--- config.mk ---
export PLATFORM = sky130hd
export DESIGN_NAME = johnson_phase_sequencer
export DESIGN_NICKNAME = d
export VERILOG_FILES = /design/src/rtl/johnson_phase_sequencer.sv
export SDC_FILE = /design/constraint.sdc
export NUM_CORES = 1
export LEC_CHECK = 0
export ABC_AREA = 0
export CORE_UTILIZATION = 35
export DETAILED_ROUTE_END_ITERATION = 10
export PLACE_DENSITY = 0.71
export SLEW_MARGIN = 20
export SYNTH_ARGS = -nofsm -noshare
export SYNTH_HDL_FRONTEND = slang
export SYNTH_SLANG_ARGS = --single-unit
--- constraint.sdc ---
create_clock -name clk -period 2.5 [get_ports clk]
set_input_delay 0.375 -clock clk [delete_from_list [all_inputs] [get_ports clk]]
set_output_delay 0.375 -clock clk [all_outputs]
set_load 0.02 [all_outputs]
--- src/rtl/johnson_phase_sequencer.sv ---
// rtl/johnson_phase_sequencer.sv - Johnson-counter phase sequencer with run/pause/drain control
module johnson_phase_sequencer #(
    parameter int WIDTH = 4,
    parameter int CNT_W = 8
) (
    input  logic                 clk,
    input  logic                 rst,
    input  logic                 start,
    input  logic                 stop,
    input  logic                 pause,
    input  logic [CNT_W-1:0]     num_cycles,
    output logic [WIDTH-1:0]     jstate,
    output logic [2*WIDTH-1:0]   phase,
    output logic                 busy,
    output logic                 done,
    output logic [CNT_W-1:0]     cycles_done
);

    typedef enum logic [1:0] {
        IDLE   = 2'd0,
        RUN    = 2'd1,
        PAUSED = 2'd2,
        DRAIN  = 2'd3
    } state_t;

    localparam logic [WIDTH-1:0] ALL_ONES = {WIDTH{1'b1}};
    localparam logic [WIDTH-1:0] LAST     = {{(WIDTH-1){1'b0}}, 1'b1};
    localparam logic [CNT_W-1:0] CNT_MAX  = {CNT_W{1'b1}};
    localparam logic [CNT_W:0]   CNT_ONE  = {{CNT_W{1'b0}}, 1'b1};

    state_t             state, state_n;
    logic [WIDTH-1:0]   jstate_n;
    logic [WIDTH-1:0]   jstep;
    logic               wrap;
    logic [CNT_W-1:0]   count_q, count_n;
    logic [CNT_W-1:0]   cyc_n, cyc_sat;
    logic [CNT_W:0]     cyc_plus;
    logic               count_hit;
    logic               done_n;

    // Johnson code for sequence index k: k ones filling from the MSB, then draining from the MSB
    function automatic logic [WIDTH-1:0] jcode(input int k);
        if (k <= WIDTH)
            return ~(ALL_ONES >> k);
        else
            return ALL_ONES >> (k - WIDTH);
    endfunction

    assign jstep     = {~jstate[0], jstate[WIDTH-1:1]};
    assign wrap      = (jstate == LAST);
    assign cyc_plus  = {1'b0, cycles_done} + CNT_ONE;
    assign cyc_sat   = (cycles_done == CNT_MAX) ? cycles_done : cyc_plus[CNT_W-1:0];
    assign count_hit = (count_q != '0) && (cyc_plus >= {1'b0, count_q});
    assign busy      = (state != IDLE);

    always_comb begin
        state_n  = state;
        jstate_n = jstate;
        cyc_n    = cycles_done;
        count_n  = count_q;
        done_n   = 1'b0;
        case (state)
            IDLE: begin
                if (start) begin
                    state_n = RUN;
                    count_n = num_cycles;
                    cyc_n   = '0;
                end
            end
            RUN: begin
                if (stop) begin
                    state_n = DRAIN;
                end else if (pause) begin
                    state_n = PAUSED;
                end else begin
                    jstate_n = jstep;
                    if (wrap) begin
                        cyc_n = cyc_sat;
                        if (count_hit) begin
                            state_n = IDLE;
                            done_n  = 1'b1;
                        end
                    end
                end
            end
            PAUSED: begin
                if (stop)
                    state_n = DRAIN;
                else if (!pause)
                    state_n = RUN;
            end
            DRAIN: begin
                if (jstate == '0) begin
                    state_n = IDLE;
                    done_n  = 1'b1;
                end else begin
                    jstate_n = jstep;
                    if (wrap) begin
                        cyc_n   = cyc_sat;
                        state_n = IDLE;
                        done_n  = 1'b1;
                    end
                end
            end
            default: state_n = IDLE;
        endcase
    end

    always_ff @(posedge clk) begin
        if (rst) begin
            state       <= IDLE;
            jstate      <= '0;
            cycles_done <= '0;
            count_q     <= '0;
            done        <= 1'b0;
        end else begin
            state       <= state_n;
            jstate      <= jstate_n;
            cycles_done <= cyc_n;
            count_q     <= count_n;
            done        <= done_n;
        end
    end

    always_comb begin
        phase = '0;
        for (int k = 0; k < 2*WIDTH; k++)
            phase[k] = busy && (jstate == jcode(k));
    end

endmodule

==> summary.md <==
| Metric | Value |
|---|---|
| Worst-margin pin slew | `approximately 0.57 ns` |
| I/O pin count | `35` |
| Post-route antenna net violation count | `0` |
| Largest net degree at the start of global routing | `23` |
| Total gr overflow | `0` |
| Met3 routed WL | `roughly 170 µm` |
| Final Hold Viols | `0` |
| Seq/Total Area, Yosys | `~31%` |
| Initial Utilization | `a little over a third` |
| Share of layout cells above drive strength 1 | `8.257%` |
| Clock skew | `0.004811 ns` |
| PD cells | `409.1 nW/µm²` |
| Warnings, synthesis | `0` |
| Static leakage | `between 0.7 and 0.8 nW` |
| Buffers & Inverters on Critical Path | `0` |
| Clock edge transition at the registers on the reported setup and hold paths | `0.08 ns` |
| Cts hold-fix bufs | `0` |
| Slew headroom | `between 60 and 70%` |
| Initial antenna violation count | `0` |
| Cells after Synth | `between 150 and 200` |
| DP Worst Slack | `around 0.12 ns` |
| Die width | `about 67 µm` |
| Delay of the slowest critical-path stage | `0.46 ns` |
| Total Nets Final | `241` |
| Max cap viols | `0` |
| Syn nets | `212` |
| H-tree level count | `1` |
| # rows | `23` |
| CP Capture Type | `register` |
| CP max-delay cell | `dfxtp_1` |
| Cell Area, Placed | `roughly 1800 µm²` |
| Post_cts resized | `0` |
| First-pass GRT wire length | `5.658 mm` |
| #FFs+latches synth | `23` |
| Clock Latency Late Sink | `approximately 0.26 ns` |
| Die outline height | `about 67 µm` |
| Critical-path cell list | `ha_2, nand3_1, xnor2_1, ha_1, and3_2, a21oi_1, and3_4, nand3b_1, a311oi_1` |
| Drt pass-1 iters | `4` |
| Avg WL per Cell | `roughly 13 µm` |
| Inserted Clock Buffers | `3` |
| IO buf count | `34` |
| Mapped cell area | `~1500 µm²` |
| Top cells by count, synth | `nand2_1 (31), dfxtp_1 (23), a21oi_1 (17)` |
| Pwr Total | `around 0.77 mW` |
| Final period utilization | `a little over nine tenths` |
| Top delay family on crit path | `simple AND/OR/NAND/NOR gates` |
| Critical Path RT | `2.67 ns` |
| Critical path peak fanout | `8` |
| Gpl congestion | `just under 0.9` |
| Clk buf depth | `2` |
| DRT iter0 DRCs | `roughly 90` |
| CTS tree | `done` |
| Ys async rst share | `0%` |
| Via-per-instance ratio | `between 5 and 6` |
| Top cell type's share of synthesized area | `between 30 and 40%` |
| Syn Area/Cell | `just under 8 µm²` |
| Status | `finished clean` |
| Post-CTS setup buffer count | `0` |
| Fin util | `between 40% and 50%` |
| Root Driver | `clkbuf_8` |
| Die area | `between 4000 and 5000 µm²` |
| Synth area leader | `dfxtp_1` |
| Hpwl dp | `2.501 mm` |
| HP Class | `register to register` |
| Dominant cell by count in the synthesized netlist | `nand2_1` |
| Core footprint | `~4000 µm²` |
| Fmax | `427.0 MHz` |
| Final instance area | `~1900 µm²` |
| Total negative setup slack | `0 ns` |
| FF-to-FF setup slack | `around 0.16 ns` |
| Placed insts | `approximately 260` |
| Via count of the routed design | `roughly 1400` |
| Setup Crit Path Kind | `register to register` |
| Clock sink count | `23` |
| # setup viols final | `0` |
| Worst hold slack | `0.4775 ns` |
| Worst EP arrival | `roughly 2.5 ns` |
| Vias in the first global route | `~1300` |
| Synth unique cells | `~40` |
| M1 WL | `1.619 mm` |
| Main synth FF type | `dfxtp_1` |
| Metal2 WL | `around 1.6 mm` |
| ANT cells | `0` |
| GRT Util Overall | `between 10% and 20%` |
| Area grow syn2layout | `26.91%` |
| Largest cells by area after synthesis | `dfxtp_1 (31%), nand2_1 (7.9%), ha_1 (7.6%)` |
| Slew Viols, Final | `0` |
| Fin crit period | `between 2 and 2.5 ns` |
| Uppermost routed layer | `met4` |
| Max IR drop VDD | `approximately 0.00019 V` |
| Worst Setup Start Kind | `register` |
| Finished Layout Cells | `268` |
| RSZ-0062 raised after global routing | `no` |
| Worst Slack Setup Final | `roughly 0.16 ns` |
| Total Wirelength | `3.398 mm` |
| Fillers | `just over 400` |
| DRC errors left | `0` |
| EDFF count, synth | `0` |
placed cells by master (no fill, tap or decap), drive strengths merged, types with 2 or more instances in the layout:
cell,Yosys,layout
a21o,2,2
a21oi,17,17
and2,2,2
and3,10,10
buf,7,3
clkbuf,5,4
clkdlybuf4s50,0,34
dfxtp,23,23
ha,9,9
inv,12,12
mux2i,2,2
nand2,31,31
nand3,11,11
nand3b,3,3
nand4,7,7
nor2,10,10
nor3,6,6
nor3b,4,4
nor4,2,2
o21ai,9,9
xnor2,5,5
registers in the layout, indices dropped and copies added (netlist names):
signal	flops
count_q	8
done	1
state	2
cycles_done	8
jstate	4
worst paths after layout:
check	startpoint	end	cells past startpoint
min	count_q[6]	count_q[6]	2
max reg2reg	cycles_done[0]	state[1]	9
min reg2reg	count_q[6]	count_q[6]	2
max	cycles_done[0]	state[1]	9
cell type report:
cell class / instances / area [µm²] / area share, %
repair buffers: 37 / 362.8 / 19.40
inverters: 12 / 45.04 / 2.408
clock buffers: 4 / 45.04 / 2.408
well taps: 50 / 62.56 / 3.344
multi-input cells: 142 / 893.4 / 47.76
flip-flops and latches: 23 / 461.7 / 24.68
worst min-delay path: stages, from the launching register on:
cell and delay [ns]:
dfxtp_1 0.33, nand2_1 0.06, a21oi_1 0.05
power by group:
part	internal, mW	switching (mW)
Sequential	0.380	0.0169
Combinational	0.0608	0.0778
Clock	0.114	0.116
Total	0.555	0.210
kinds of logic after synthesis:
group | count (synthesis) | synth area share (%)
flip-flops | 23 | 31.24
multiplexers | 2 | 1.358
XOR/XNOR | 6 | 3.565
AND/OR/NAND/NOR | 89 | 32.85
buffers and inverters | 25 | 8.488
adder cells (fa/ha/maj) | 9 | 7.640
AO/OA/AOI/OAI | 36 | 14.86
metal layers:
layer | vias to the layer above | GRT usage, %
li1 | 721 | -
met1 | 642 | 20.72
met2 | 38 | 28.28
met3 | 5 | 3.082
met4 | 0 | 6.383
met5 | - | 0
Note: power is estimated with default switching activity, not from simulation.
==> RTL change 1, RTL diff (config.mk and constraints unchanged) <==
`WIDTH`: 4 -> 5.
--- a/src/rtl/johnson_phase_sequencer.sv
+++ b/src/rtl/johnson_phase_sequencer.sv
@@ -1,6 +1,6 @@
 // rtl/johnson_phase_sequencer.sv - Johnson-counter phase sequencer with run/pause/drain control
 module johnson_phase_sequencer #(
-    parameter int WIDTH = 4,
+    parameter int WIDTH = 5,
     parameter int CNT_W = 8
 ) (
     input  logic                 clk,
Ports: changed (resized jstate and phase); port bits go from 35 to 38. No check against the original RTL was run, so the function may have changed too.
==> RTL change 1 against the unedited design <==
  * Area after synthesis increased by 5.4%
  * Sequential cell count increased by 1
  * Worst setup slack better by 0.014 ns
  * Critical endpoint is now phase[4]
  * Routed wire length grew 4.0%
  * Register-to-register slack improved by 0.15 ns
  * Utilization increased by 2.5 points
  * Final area increased by 8.4%
  * Highest routed layer unchanged
  * Total power increased by 22%
==> RTL change 1: results (changes against the unedited design) <==
* Worst EP arrival at 1.95 ns (-0.56 ns)
* Worst Tran Pin Value at 0.498 ns (-0.0737 ns)
* Lkg Pwr at 0.000802 µW (+11%)
* # port buffers at 37 (+8.8%)
* Hold EP: count_q[4]$_SDFFE_PP0P_
* DP Area at 1950 µm² (+7.0%)
* Yosys reg bits at 24 (+4.3%)
* Synth area leaders: dfxtp_1 31%, nand2_1 7.5%, ha_1 7.2%
* Crit path launch: jstate[3]$_SDFFE_PP0P_
* Sequential share of cell area at 23.8% (-0.92 points)
* Met2 WL post-DR at 1630 µm (+4.5%)
* Met1 wire length at 1700 µm (+4.8%)
* Fraction of area in multi-input gates at 45.9% (-1.8 points)
* Post-Synthesis Cells at 201 (+5.8%)
* Post-DR wirelength/cell at 12.4 µm (-2.5%)
* Largest regs: count_q (8), cycles_done (8), jstate (5)
* Worst Hold Launch: count_q[4]$_SDFFE_PP0P_
* First-pass GRT wire length at 5930 µm (+4.9%)
* Outcome: completed
* GR Util met3 at 3.78% (+0.70 points)
* Total GRT Usage at 16.5% (-0.26 points)
* Initial DRC Count at 122 (+39%)
* Sequential fraction of the synthesis area at 30.9% (-0.32 points)
* Share of cells above drive strength 1 at 9.75% (+1.5 points)
* Syn avg cell area at 7.73 µm² (-0.34%)
* Unique masters post-synth at 42 (+2.4%)
* Vias in the first global route at 1306 (+2.2%)
* Max IR drop VDD at 0.000225 V (+16%)
* #MultiIn Comb at 151 (+6.3%)
## RTL change 1: cell types whose count changed after synthesis, sizes merged, moves of 3 or more
cell,delta
and3,-7
nand4,-5
buf,+4
a21oi,+3
nand3b,-3
nor4b,+3
o21ai,+3
## RTL change 1: cell families (layout without fill, tap and decap cells)
| logic type | Yosys count | count (layout) | share of synthesized area [%] |
|---|---|---|---|
| buffers and inverters | 26 | 61 | 9.34 |
| muxes | 4 | 4 | 2.58 |
| adders and majority gates | 9 | 9 | 7.25 |
| and+or+nand+nor | 89 | 89 | 30.7 |
| xor gates and xnor gates | 6 | 6 | 3.38 |
| DFF | 24 | 24 | 30.9 |
| AOI/OAI and AO/OA | 43 | 43 | 15.9 |
## RTL change 1: where the power goes
group / switching [µW] / internal (µW)
Combinational: 100 / 82.5
Sequential: 12.9 / 397
Clock: 127 / 214
## RTL change 1: critical path: stages (launching register included)
cell and delay [ns]:
dfxtp_1 0.58, nand3_1 0.18, nor4b_1 0.27, clkdlybuf4s50_1 0.65
==> RTL change 2, RTL diff (same flow settings) <==
Without the edit above. Reset style: asynchronous (`rst`), changed in one clocked block.
--- a/src/rtl/johnson_phase_sequencer.sv
+++ b/src/rtl/johnson_phase_sequencer.sv
@@ -106,7 +106,7 @@
         endcase
     end
 
-    always_ff @(posedge clk) begin
+    always_ff @(posedge clk or posedge rst) begin
         if (rst) begin
             state       <= IDLE;
             jstate      <= '0;
Function: differs if rst is asserted again (counterexample within 4 cycles, from zero or initial values and one cycle with rst high); with rst held inactive, the same outputs for 10 cycles.
==> RTL change 2 against the unedited design <==
  * Synthesized cell count is 24% lower
  * Sequential cell count stayed put
  * Fmax is 4.5% lower
  * Die area is 1.1% lower
  * Clock skew is 0.0036 ns higher
  * Routed wire length is 3.4% lower
  * Worst setup slack worse by 0.11 ns
  * Final area is 6.5% higher
  * Critical endpoint is now done$_DFF_PP0_
  * Global-route usage is 0.39 points lower
  * Utilization is 3.4 points higher
  * Area after synthesis is 1.1% lower
Power is not compared: it rests on default switching activity, and its combinational part moved more than twofold at a synthesized area within 25%.
==> RTL change 2: results (changes against the unedited design) <==
* Total GRT Usage at 16.3% (-0.39 points)
* Non-clock buffer share at 21.4% (+2.0 points)
* Antenna violations before repair at 0 (unchanged)
* Initial DRC Count at 59 (-33%)
* Outcome: completed
* Unique masters post-synth at 42 (+2.4%)
* Post-synth ARST share at 100% (+100 points)
* GR Util met1 at 22.9% (+2.2 points)
* HPWL after DPL at 2430 µm (-2.9%)
* Sequential fraction of the synthesis area at 39.5% (+8.2 points)
* GRT met2 Usage at 25.8% (-2.5 points)
* NetSw at between 700 and 800 µW
* N_diodes at 0 (unchanged)
* Worst EP arrival at 2.61 ns (+0.10 ns)
* Worst min path class: in2async
* Post-synthesis adder-cell area fraction at 7.73% (+0.085 points)
* R2R setup slack at 0.05 ns (-0.11 ns)
* GR Util met3 at 3.25% (+0.17 points)
* Sequential cell count at 23 (unchanged)
* Synth area leaders: dfrtp_1 39%, mux2_2 8.5%, ha_1 7.7%
* Final Cycle Share at 98.1% (+4.5 points)
* Multi-input logic area at 835 µm² (-6.6%)
* Largest net degree at the start of global routing at 15 (-35%)
* First-pass GRT wire length at 5400 µm (-4.5%)
* Nets at 211 (-12%)
* Register area at 579 µm² (+25%)
* Worst Hold Slack at 0.446 ns (-0.0312 ns)
* Post-CTS Setup Inserts at 0 (unchanged)
* Syn avg cell area at 10.1 µm² (+30%)
* Crit path max-delay cell type: dfrtp_2
* Signal buffers at 45 (+22%)
* Drt pass-1 iters at 4 (unchanged)
* Share of cells above drive strength 1 at 23.4% (+15 points)
* Sequential share of cell area at 29.1% (+4.4 points)
* Routed wl met3 at 160 µm (-7.5%)
* Rel. slew slack at 60.1% (-1.7 points)
* Post-Synth XOR/XNOR Area at 2.40% (-1.2 points)
* Clk_skew at 0.00836 ns (+0.00355 ns)
* Routed WL at 3280 µm (-3.4%)
* CORE AREA at 4000 µm² (-0.71%)
* Global placement routability congestion at 0.857 (-1.9%)
* Met2 WL post-DR at 1570 µm (+0.90%)
* Synth Net Count at 167 (-21%)
* Combinational power share at roughly half
* Via Count at 1255 (-11%)
* Compound-Gate Fraction of Synth Area at 12.3% (-2.6 points)
* # fillers at 373 (-7.7%)
* Setup slack at placement at 0.0507 ns (-0.0648 ns)
* Clock network area share at 2.26% (-0.15 points)
* Vias per cell at 5.27 (+0.51%)
* #MultiIn Comb at 104 (-27%)
* Met1 wire length at 1530 µm (-5.3%)
* Placed cells at 232 (-12%)
* CP max stage delay at 0.40 ns (-0.06 ns)
* Vias in the first global route at 1128 (-12%)
* Mux cell area share after synthesis at 13.3% (+12 points)
* Top cells by count, synth: 23 x dfrtp_1, 12 x inv_1, 11 x mux2_2
* Worst Path Max Fanout at 4 (-4)
* DP Area at 1900 µm² (+4.5%)
==> RTL change 2: cell types whose count changed after synthesis, sizes merged, moves of 8 or more <==
cell   change
dfrtp     +23
a21oi     -12
nand2     -21
mux2      +15
dfxtp     -23
and3       -8
==> RTL change 2: critical path, delay by kind of cell (launching register included) <==
kind / cells / cell delay (ns)
XOR/XNOR: 1 / 0.15
AO/OA/AOI/OAI: 3 / 0.78
adder cells (fa/ha/maj): 2 / 0.46
flip-flops: 1 / 0.40
AND/OR/NAND/NOR: 3 / 0.56
==> RTL change 2: worst paths after layout <==
kind / endpoint / start
max: done$_DFF_PP0_ / cycles_done[0]$_DFFE_PP0P_
min: cycles_done[2]$_DFFE_PP0P_ / rst
max reg2reg: done$_DFF_PP0_ / cycles_done[0]$_DFFE_PP0P_
min reg2reg: count_q[3]$_DFFE_PP0P_ / count_q[3]$_DFFE_PP0P_
max in group asynchronous: state[1]$_DFFE_PP0P_ / rst
min in group clk: count_q[3]$_DFFE_PP0P_ / count_q[3]$_DFFE_PP0P_
